<file path="config.mk">
export PLATFORM = sky130hd
export DESIGN_NAME = bf_io_uart
export DESIGN_NICKNAME = d
export VERILOG_FILES = /design/src/rtl/bf_io_uart.sv
export SDC_FILE = /design/constraint.sdc
export NUM_CORES = 1
export LEC_CHECK = 0
export ABC_AREA = 1
export CAP_MARGIN = 20
export CORE_ASPECT_RATIO = 0.5
export CORE_UTILIZATION = 50
export CTS_BUF_LIST = sky130_fd_sc_hd__clkbuf_8
export DETAILED_ROUTE_END_ITERATION = 10
export PLACE_DENSITY_LB_ADDON = 0.25
export SYNTH_ARGS = -nofsm -noshare
export SYNTH_HDL_FRONTEND = slang
export SYNTH_SLANG_ARGS = --single-unit
</file>
<file path="constraint.sdc">
create_clock -name clk -period 6.1 [get_ports clk]
set_clock_uncertainty 0.1 [all_clocks]
set_input_delay 0.61 -clock clk [delete_from_list [all_inputs] [get_ports clk]]
set_output_delay 0.61 -clock clk [all_outputs]
set_load 0.02 [all_outputs]
</file>
<file path="src/rtl/bf_io_uart.sv">
// bf_io_uart: buffered 8N1 UART on the bfcpu io_* handshake.
// TX/RX FIFOs, LED mirror of last write, sticky RX overrun flag.
module bf_io_uart #(
  parameter int   CLK_DIV   = 104,
  parameter int   TX_DEPTH  = 16,
  parameter int   RX_DEPTH  = 16,
  parameter int   LED_W     = 3,
  parameter logic DIR_WRITE = 1'b1
) (
  input  logic             clk,
  input  logic             rst_n,
  input  logic             io_req,
  input  logic             io_dir,
  input  logic [7:0]       io_wdata,
  output logic             io_ack,
  output logic [7:0]       io_rdata,
  output logic             uart_tx,
  input  logic             uart_rx,
  output logic [LED_W-1:0] led_n,
  output logic             rx_overrun
);

  localparam int CW  = $clog2(CLK_DIV + 1);
  localparam int TAW = $clog2(TX_DEPTH);
  localparam int RAW = $clog2(RX_DEPTH);

  localparam logic [CW-1:0] BIT_LAST = CW'(CLK_DIV - 1);
  localparam logic [CW-1:0] BIT_FULL = CW'(CLK_DIV);
  localparam logic [CW-1:0] BIT_HALF = CW'(CLK_DIV / 2);

  typedef enum logic [1:0] {
    IDLE, START, DATA, STOP
  } state_e;

  logic             ack_q;
  logic [7:0]       rdata_q;
  logic [LED_W-1:0] led_q;

  logic [7:0]   tx_mem [TX_DEPTH];
  logic [TAW-1:0] tx_wp_q, tx_rp_q;
  logic [TAW:0]   tx_cnt_q;
  logic [7:0]   rx_mem [RX_DEPTH];
  logic [RAW-1:0] rx_wp_q, rx_rp_q;
  logic [RAW:0]   rx_cnt_q;

  state_e      tx_st_q;
  logic [CW-1:0] tx_tmr_q;
  logic [2:0]  tx_bit_q;
  logic [7:0]  tx_sh_q;
  logic        tx_q;

  logic        rx_s1_q, rx_s2_q, rx_prev_q;
  state_e      rx_st_q;
  logic [CW-1:0] rx_tmr_q;
  logic [2:0]  rx_bit_q;
  logic [7:0]  rx_sh_q;
  logic        ovr_q;

  logic tx_full, tx_empty, rx_full, rx_empty;
  logic wr_acc, rd_acc, tx_pop, rx_push;
  logic tx_bit_end, rx_fall, rx_stop_smp;

  assign tx_full  = tx_cnt_q == (TAW+1)'(TX_DEPTH);
  assign tx_empty = tx_cnt_q == '0;
  assign rx_full  = rx_cnt_q == (RAW+1)'(RX_DEPTH);
  assign rx_empty = rx_cnt_q == '0;

  assign wr_acc = io_req && !ack_q &&
                  (io_dir == DIR_WRITE) && !tx_full;
  assign rd_acc = io_req && !ack_q &&
                  (io_dir != DIR_WRITE) && !rx_empty;

  assign tx_bit_end = tx_tmr_q == BIT_LAST;
  assign tx_pop = !tx_empty &&
                  ((tx_st_q == IDLE) ||
                   (tx_st_q == STOP && tx_bit_end));

  assign rx_fall     = rx_prev_q && !rx_s2_q;
  assign rx_stop_smp = (rx_st_q == STOP) && (rx_tmr_q == BIT_FULL);
  assign rx_push     = rx_stop_smp && rx_s2_q && !rx_full;

  assign io_ack     = ack_q;
  assign io_rdata   = rdata_q;
  assign uart_tx    = tx_q;
  assign led_n      = led_q;
  assign rx_overrun = ovr_q;

  // CPU side: one-cycle ack, LED mirror, read data capture
  always_ff @(posedge clk or negedge rst_n) begin
    if (!rst_n) begin
      ack_q   <= 1'b0;
      rdata_q <= '0;
      led_q   <= '1;
    end else begin
      ack_q <= wr_acc || rd_acc;
      if (wr_acc) led_q   <= ~io_wdata[LED_W-1:0];
      if (rd_acc) rdata_q <= rx_mem[rx_rp_q];
    end
  end

  // FIFO storage, no reset needed on the data
  always_ff @(posedge clk) begin
    if (wr_acc)  tx_mem[tx_wp_q] <= io_wdata;
    if (rx_push) rx_mem[rx_wp_q] <= rx_sh_q;
  end

  // TX FIFO pointers and occupancy
  always_ff @(posedge clk or negedge rst_n) begin
    if (!rst_n) begin
      tx_wp_q  <= '0;
      tx_rp_q  <= '0;
      tx_cnt_q <= '0;
    end else begin
      if (wr_acc) tx_wp_q <= tx_wp_q + 1'b1;
      if (tx_pop) tx_rp_q <= tx_rp_q + 1'b1;
      if (wr_acc && !tx_pop)      tx_cnt_q <= tx_cnt_q + 1'b1;
      else if (!wr_acc && tx_pop) tx_cnt_q <= tx_cnt_q - 1'b1;
    end
  end

  // RX FIFO pointers and occupancy
  always_ff @(posedge clk or negedge rst_n) begin
    if (!rst_n) begin
      rx_wp_q  <= '0;
      rx_rp_q  <= '0;
      rx_cnt_q <= '0;
    end else begin
      if (rx_push) rx_wp_q <= rx_wp_q + 1'b1;
      if (rd_acc)  rx_rp_q <= rx_rp_q + 1'b1;
      if (rx_push && !rd_acc)      rx_cnt_q <= rx_cnt_q + 1'b1;
      else if (!rx_push && rd_acc) rx_cnt_q <= rx_cnt_q - 1'b1;
    end
  end

  // TX serialiser; STOP chains straight into START when data waits
  always_ff @(posedge clk or negedge rst_n) begin
    if (!rst_n) begin
      tx_st_q  <= IDLE;
      tx_tmr_q <= '0;
      tx_bit_q <= '0;
      tx_sh_q  <= '0;
      tx_q     <= 1'b1;
    end else begin
      unique case (tx_st_q)
        IDLE: if (!tx_empty) begin
          tx_sh_q  <= tx_mem[tx_rp_q];
          tx_q     <= 1'b0;
          tx_tmr_q <= '0;
          tx_st_q  <= START;
        end
        START: if (tx_bit_end) begin
          tx_tmr_q <= '0;
          tx_bit_q <= '0;
          tx_q     <= tx_sh_q[0];
          tx_st_q  <= DATA;
        end else tx_tmr_q <= tx_tmr_q + 1'b1;
        DATA: if (tx_bit_end) begin
          tx_tmr_q <= '0;
          if (tx_bit_q == 3'd7) begin
            tx_q    <= 1'b1;
            tx_st_q <= STOP;
          end else begin
            tx_bit_q <= tx_bit_q + 1'b1;
            tx_sh_q  <= {1'b0, tx_sh_q[7:1]};
            tx_q     <= tx_sh_q[1];
          end
        end else tx_tmr_q <= tx_tmr_q + 1'b1;
        STOP: if (tx_bit_end) begin
          tx_tmr_q <= '0;
          if (!tx_empty) begin
            tx_sh_q <= tx_mem[tx_rp_q];
            tx_q    <= 1'b0;
            tx_st_q <= START;
          end else tx_st_q <= IDLE;
        end else tx_tmr_q <= tx_tmr_q + 1'b1;
      endcase
    end
  end

  // RX synchroniser plus falling-edge history, all reset high
  always_ff @(posedge clk or negedge rst_n) begin
    if (!rst_n) begin
      rx_s1_q   <= 1'b1;
      rx_s2_q   <= 1'b1;
      rx_prev_q <= 1'b1;
    end else begin
      rx_s1_q   <= uart_rx;
      rx_s2_q   <= rx_s1_q;
      rx_prev_q <= rx_s2_q;
    end
  end

  // RX deserialiser; timer starts at 1 so samples land mid-bit
  always_ff @(posedge clk or negedge rst_n) begin
    if (!rst_n) begin
      rx_st_q  <= IDLE;
      rx_tmr_q <= '0;
      rx_bit_q <= '0;
      rx_sh_q  <= '0;
      ovr_q    <= 1'b0;
    end else begin
      unique case (rx_st_q)
        IDLE: if (rx_fall) begin
          rx_tmr_q <= CW'(1);
          rx_st_q  <= START;
        end
        START: if (rx_tmr_q == BIT_HALF) begin
          rx_tmr_q <= CW'(1);
          rx_bit_q <= '0;
          rx_st_q  <= rx_s2_q ? IDLE : DATA;
        end else rx_tmr_q <= rx_tmr_q + 1'b1;
        DATA: if (rx_tmr_q == BIT_FULL) begin
          rx_tmr_q <= CW'(1);
          rx_sh_q  <= {rx_s2_q, rx_sh_q[7:1]};
          if (rx_bit_q == 3'd7) rx_st_q <= STOP;
          else rx_bit_q <= rx_bit_q + 1'b1;
        end else rx_tmr_q <= rx_tmr_q + 1'b1;
        STOP: if (rx_stop_smp) begin
          rx_st_q <= IDLE;
          if (rx_s2_q && rx_full) ovr_q <= 1'b1;
        end else rx_tmr_q <= rx_tmr_q + 1'b1;
      endcase
    end
  end

endmodule

</file>
==> metrics.md <==
| Metric | Value |
|---|---|
| Hold Violations, Final | 0 |
| Pwr Density | 296 nW/um2 |
| Drt wl/cell | 17.2 um |
| TritonRoute pass-1 iters | 5 |
| Number of diodes | 0 |
| Top cells by area, synth | edfxtp_1, dfrtp_1, nand2_1 |
| Most common cell in the netlist | nand2_1 |
| Power Total | 4850 uW |
| Synth cell types | 41 |
| Clock-pin slew on the worst setup and hold paths | 0.07 ns |
| Comb pwr share | 9.0% |
| Crit. End Element | flip-flop |
| Clock latency on the worst-skew pair | 0.58 ns |
| Crit path max fanout | 10 |
| Number of synthesized flops with an enable pin | 256 |
| Clk sink count | 339 |
| Data arrival time of the worst path | 3.43 ns |
| Area Growth Syn to Fin | 9.74% |
| Final GP Congestion | 0.843 |
| Max Cap Violations | 0 |
| Register area share after synthesis | 65.3% |
| Area leader, netlist | edfxtp_1 |
| Most frequent cells after synthesis | nand2_1, edfxtp_1, nor2_1 |
| DR iter-0 viols | 945 |
| VDD IR max | 0.000141 V |
| Hold Path Class | flip-flop to flip-flop |
| Synth Area per Inst | 10.4 um2 |
| Adder-Cell Fraction of Synth Area | 2.86% |
| Largest net degree at the start of global routing | 76 |
| FILL cells | 2490 |
| Worst EP required | 6.46 ns |
| Compound-cell area share of the yosys netlist | 5.04% |
| Yosys warnings | 0 |
| Min cycle time layout | 3.07 ns |
| RSZ-0062 raised after global routing | false |
| Final core utilization | 56.3% |
| Share of layout cells above drive strength 1 | 6.86% |
| Initial antenna violation count | 0 |
| Slew headroom | 27.9% |
| Post-CTS Setup Repair Bufs | 0 |
| Sequential power share | 54.3% |
| Synth top area share | 51.4% |
| Port buffer count | 26 |
| Clk pwr share | 36.7% |
| HPWL after DPL | 20000 um |
| Routed WL | 32500 um |
| Total Routing Usage GR | 22.1% |
| Post-synth top flop | edfxtp_1 |
| Synth Net Count | 1486 |
| Cell internal pwr | 3650 uW |
| H-tree depth | 2 |
| Core area | 29200 um2 |
| # rows | 44 |
| Die width | 247 um |
| Psw | 1210 uW |
| Clock tree buffer depth | 3 |
| # IOs | 27 |
| Outcome | completed |
| Mapped Cells | 1440 |
| Seq cells post-synth | 339 |
| Slew @ Worst Pin | 1.08 ns |
| Num CTS Buffers | 47 |
| XOR/XNOR Fraction of Synth Area | 1.29% |
| Period utilization | 50.4% |
| Vias | 10277 |
| Largest family of logic cells by synthesized area | simple AND/OR/NAND/NOR gates |
| Synthesized area | 15000 um2 |
| Area share of and/or/nand/nor cells after synthesis | 20.3% |
| Fin nets | 1510 |
| Post-DRT Antenna Nets | 0 |
| Setup CP Type | flip-flop to flip-flop |
| Final setup violation count | 0 |
| Ys async rst share | 24.5% |
| Full die area | 30700 um2 |
| Mux cell area share after synthesis | 0% |
| FMAX | 0.326 GHz |
| Initial Util | 51.3% |
| Leak Pwr | 0.00641 uW |
| Vias in the first global route | 10099 |
| Reg2reg setup slack | 3.03 ns |
| Switching Share | 24.8% |
| Global-route wire length before repair | 52900 um |
| Root buffer cell | clkbuf_8 |
| TNS Setup | 0 ns |
| Setup crit start kind | flip-flop |
| Die Height | 124 um |
| TritonCTS clock tree | done |
| Final Max Tran Viols | 0 |
| Vias per cell | 5.43 |
| Final global-route overflow total | 0 |
| # DRC | 0 |
[final timing paths]
kind / from / endpoint / cells past startpoint
worst min-delay path: rx_s1_q / rx_s2_q / 0
worst min register to register: rx_s1_q / rx_s2_q / 0
worst max-delay path: rx_tmr_q[0] / rx_cnt_q[4] / 17
min in group asynchronous: rst_n / io_rdata[2] / 2
worst max register to register: rx_tmr_q[0] / rx_cnt_q[4] / 17
max in group asynchronous: rst_n / tx_rp_q[0] / 3
[cell usage in the layout, fill, tap and decap left out, types with 2 or more instances in the layout]
master / Yosys / final
a21oi_1: 13 / 13
buf_4: 6 / 5
bufinv_16: 0 / 4
clkbuf_8: 0 / 51
clkdlybuf4s50_1: 0 / 25
clkinv_1: 5 / 11
clkinv_2: 0 / 4
dfrtp_1: 76 / 74
dfrtp_2: 0 / 2
dfstp_2: 7 / 7
edfxtp_1: 256 / 256
fa_1: 2 / 2
ha_1: 31 / 31
inv_1: 117 / 139
inv_2: 9 / 9
nand2_1: 334 / 334
nand2_2: 3 / 3
nand2_4: 4 / 4
nand3_1: 157 / 157
nand4_1: 11 / 11
nor2_1: 196 / 196
nor2_2: 5 / 5
nor3_1: 2 / 2
o211ai_1: 16 / 16
o21ai_0: 95 / 95
o21ai_1: 8 / 8
or2_2: 2 / 2
xnor2_1: 2 / 2
xor2_1: 20 / 20
[power groups by stage]
stage / Combinational [uW] / Clock [uW] / Sequential, uW
floorplan: 298 / 0 / 2670
global placement: 417 / 0 / 2680
detailed placement: 441 / 0 / 2680
CTS: 442 / 1830 / 2630
global route: 501 / 1940 / 2650
finish: 437 / 1780 / 2630
[routing by layer]
metal  up-vias  GRT usage (%)  part of all wire (%)
met3        69           4.18                   6.5
li1       4865              -                     -
met4         0           6.57                   2.3
met5         -              0                     0
met1      5017           29.9                    42
met2       326           36.4                    49
[area by class of cell]
cell class / instances / area (um2) / area share (%)
clock buffer: 51 / 702 / 4.28
timing repair buffer: 31 / 298 / 1.81
tap: 391 / 489 / 2.98
inverter: 132 / 500 / 3.05
multi-input combinational: 913 / 4410 / 26.8
clock inverter: 36 / 245 / 1.49
sequential: 339 / 9780 / 59.5
[timing repair]
action,in CTS,in global routing
resized for setup,0,0
hold buffers,1,0
hold endpoints to repair,11,0
[stage by stage]
| step | instance area [um2] | cells | setup WS (ns) | hold WS [ns] |
|---|---|---|---|---|
| 2_1_floorplan | 15000 | 1440 | 3.46 | 0.214 |
| 3_3_place_gp | 15500 | 1805 | 2.97 | 0.253 |
| 3_5_place_dp | 15500 | 1805 | 2.83 | 0.258 |
| 4_1_cts | 16400 | 1893 | 3.06 | 0.275 |
| 5_1_grt | 16400 | 1893 | 2.78 | 0.289 |
| 6_report | 16400 | 1893 | 3.03 | 0.273 |
[cells by family (layout without fill, tap and decap cells)]
| kind of cell | Yosys count | count (layout) |
|---|---|---|
| AO/OA/AOI/OAI | 139 | 139 |
| XOR/XNOR | 22 | 22 |
| flip-flops | 339 | 339 |
| adder cells (fa/ha/maj) | 33 | 33 |
| AND/OR/NAND/NOR | 719 | 719 |
| buffers and inverters | 188 | 250 |
[critical path, stage by stage (launching register included)]
cell and delay (ns):
dfrtp_1 0.40, inv_1 0.15, ha_1 0.20, inv_1 0.04, nor2_1 0.18, nand3_2 0.16
inv_2 0.11, nand3_4 0.08, clkinv_4 0.13, ha_1 0.21, inv_1 0.14, ha_1 0.34
a21oi_1 0.14, o21ai_0 0.15, a21oi_1 0.19, o21ai_0 0.12, nand2_1 0.07, nand2_1 0.05
[sequential cells by signal, summed over array words and instances, names as in the netlist, 4 cells and up, named ones only]
name / flops
rx_mem: 128
tx_cnt_q: 5
tx_rp_q: 4
rx_wp_q: 4
tx_mem: 128
io_rdata: 8
rx_cnt_q: 5
rx_rp_q: 4
rx_tmr_q: 7
tx_tmr_q: 7
tx_wp_q: 4
tx_sh_q: 8
rx_sh_q: 8
Power figures use the tool's default switching activity.
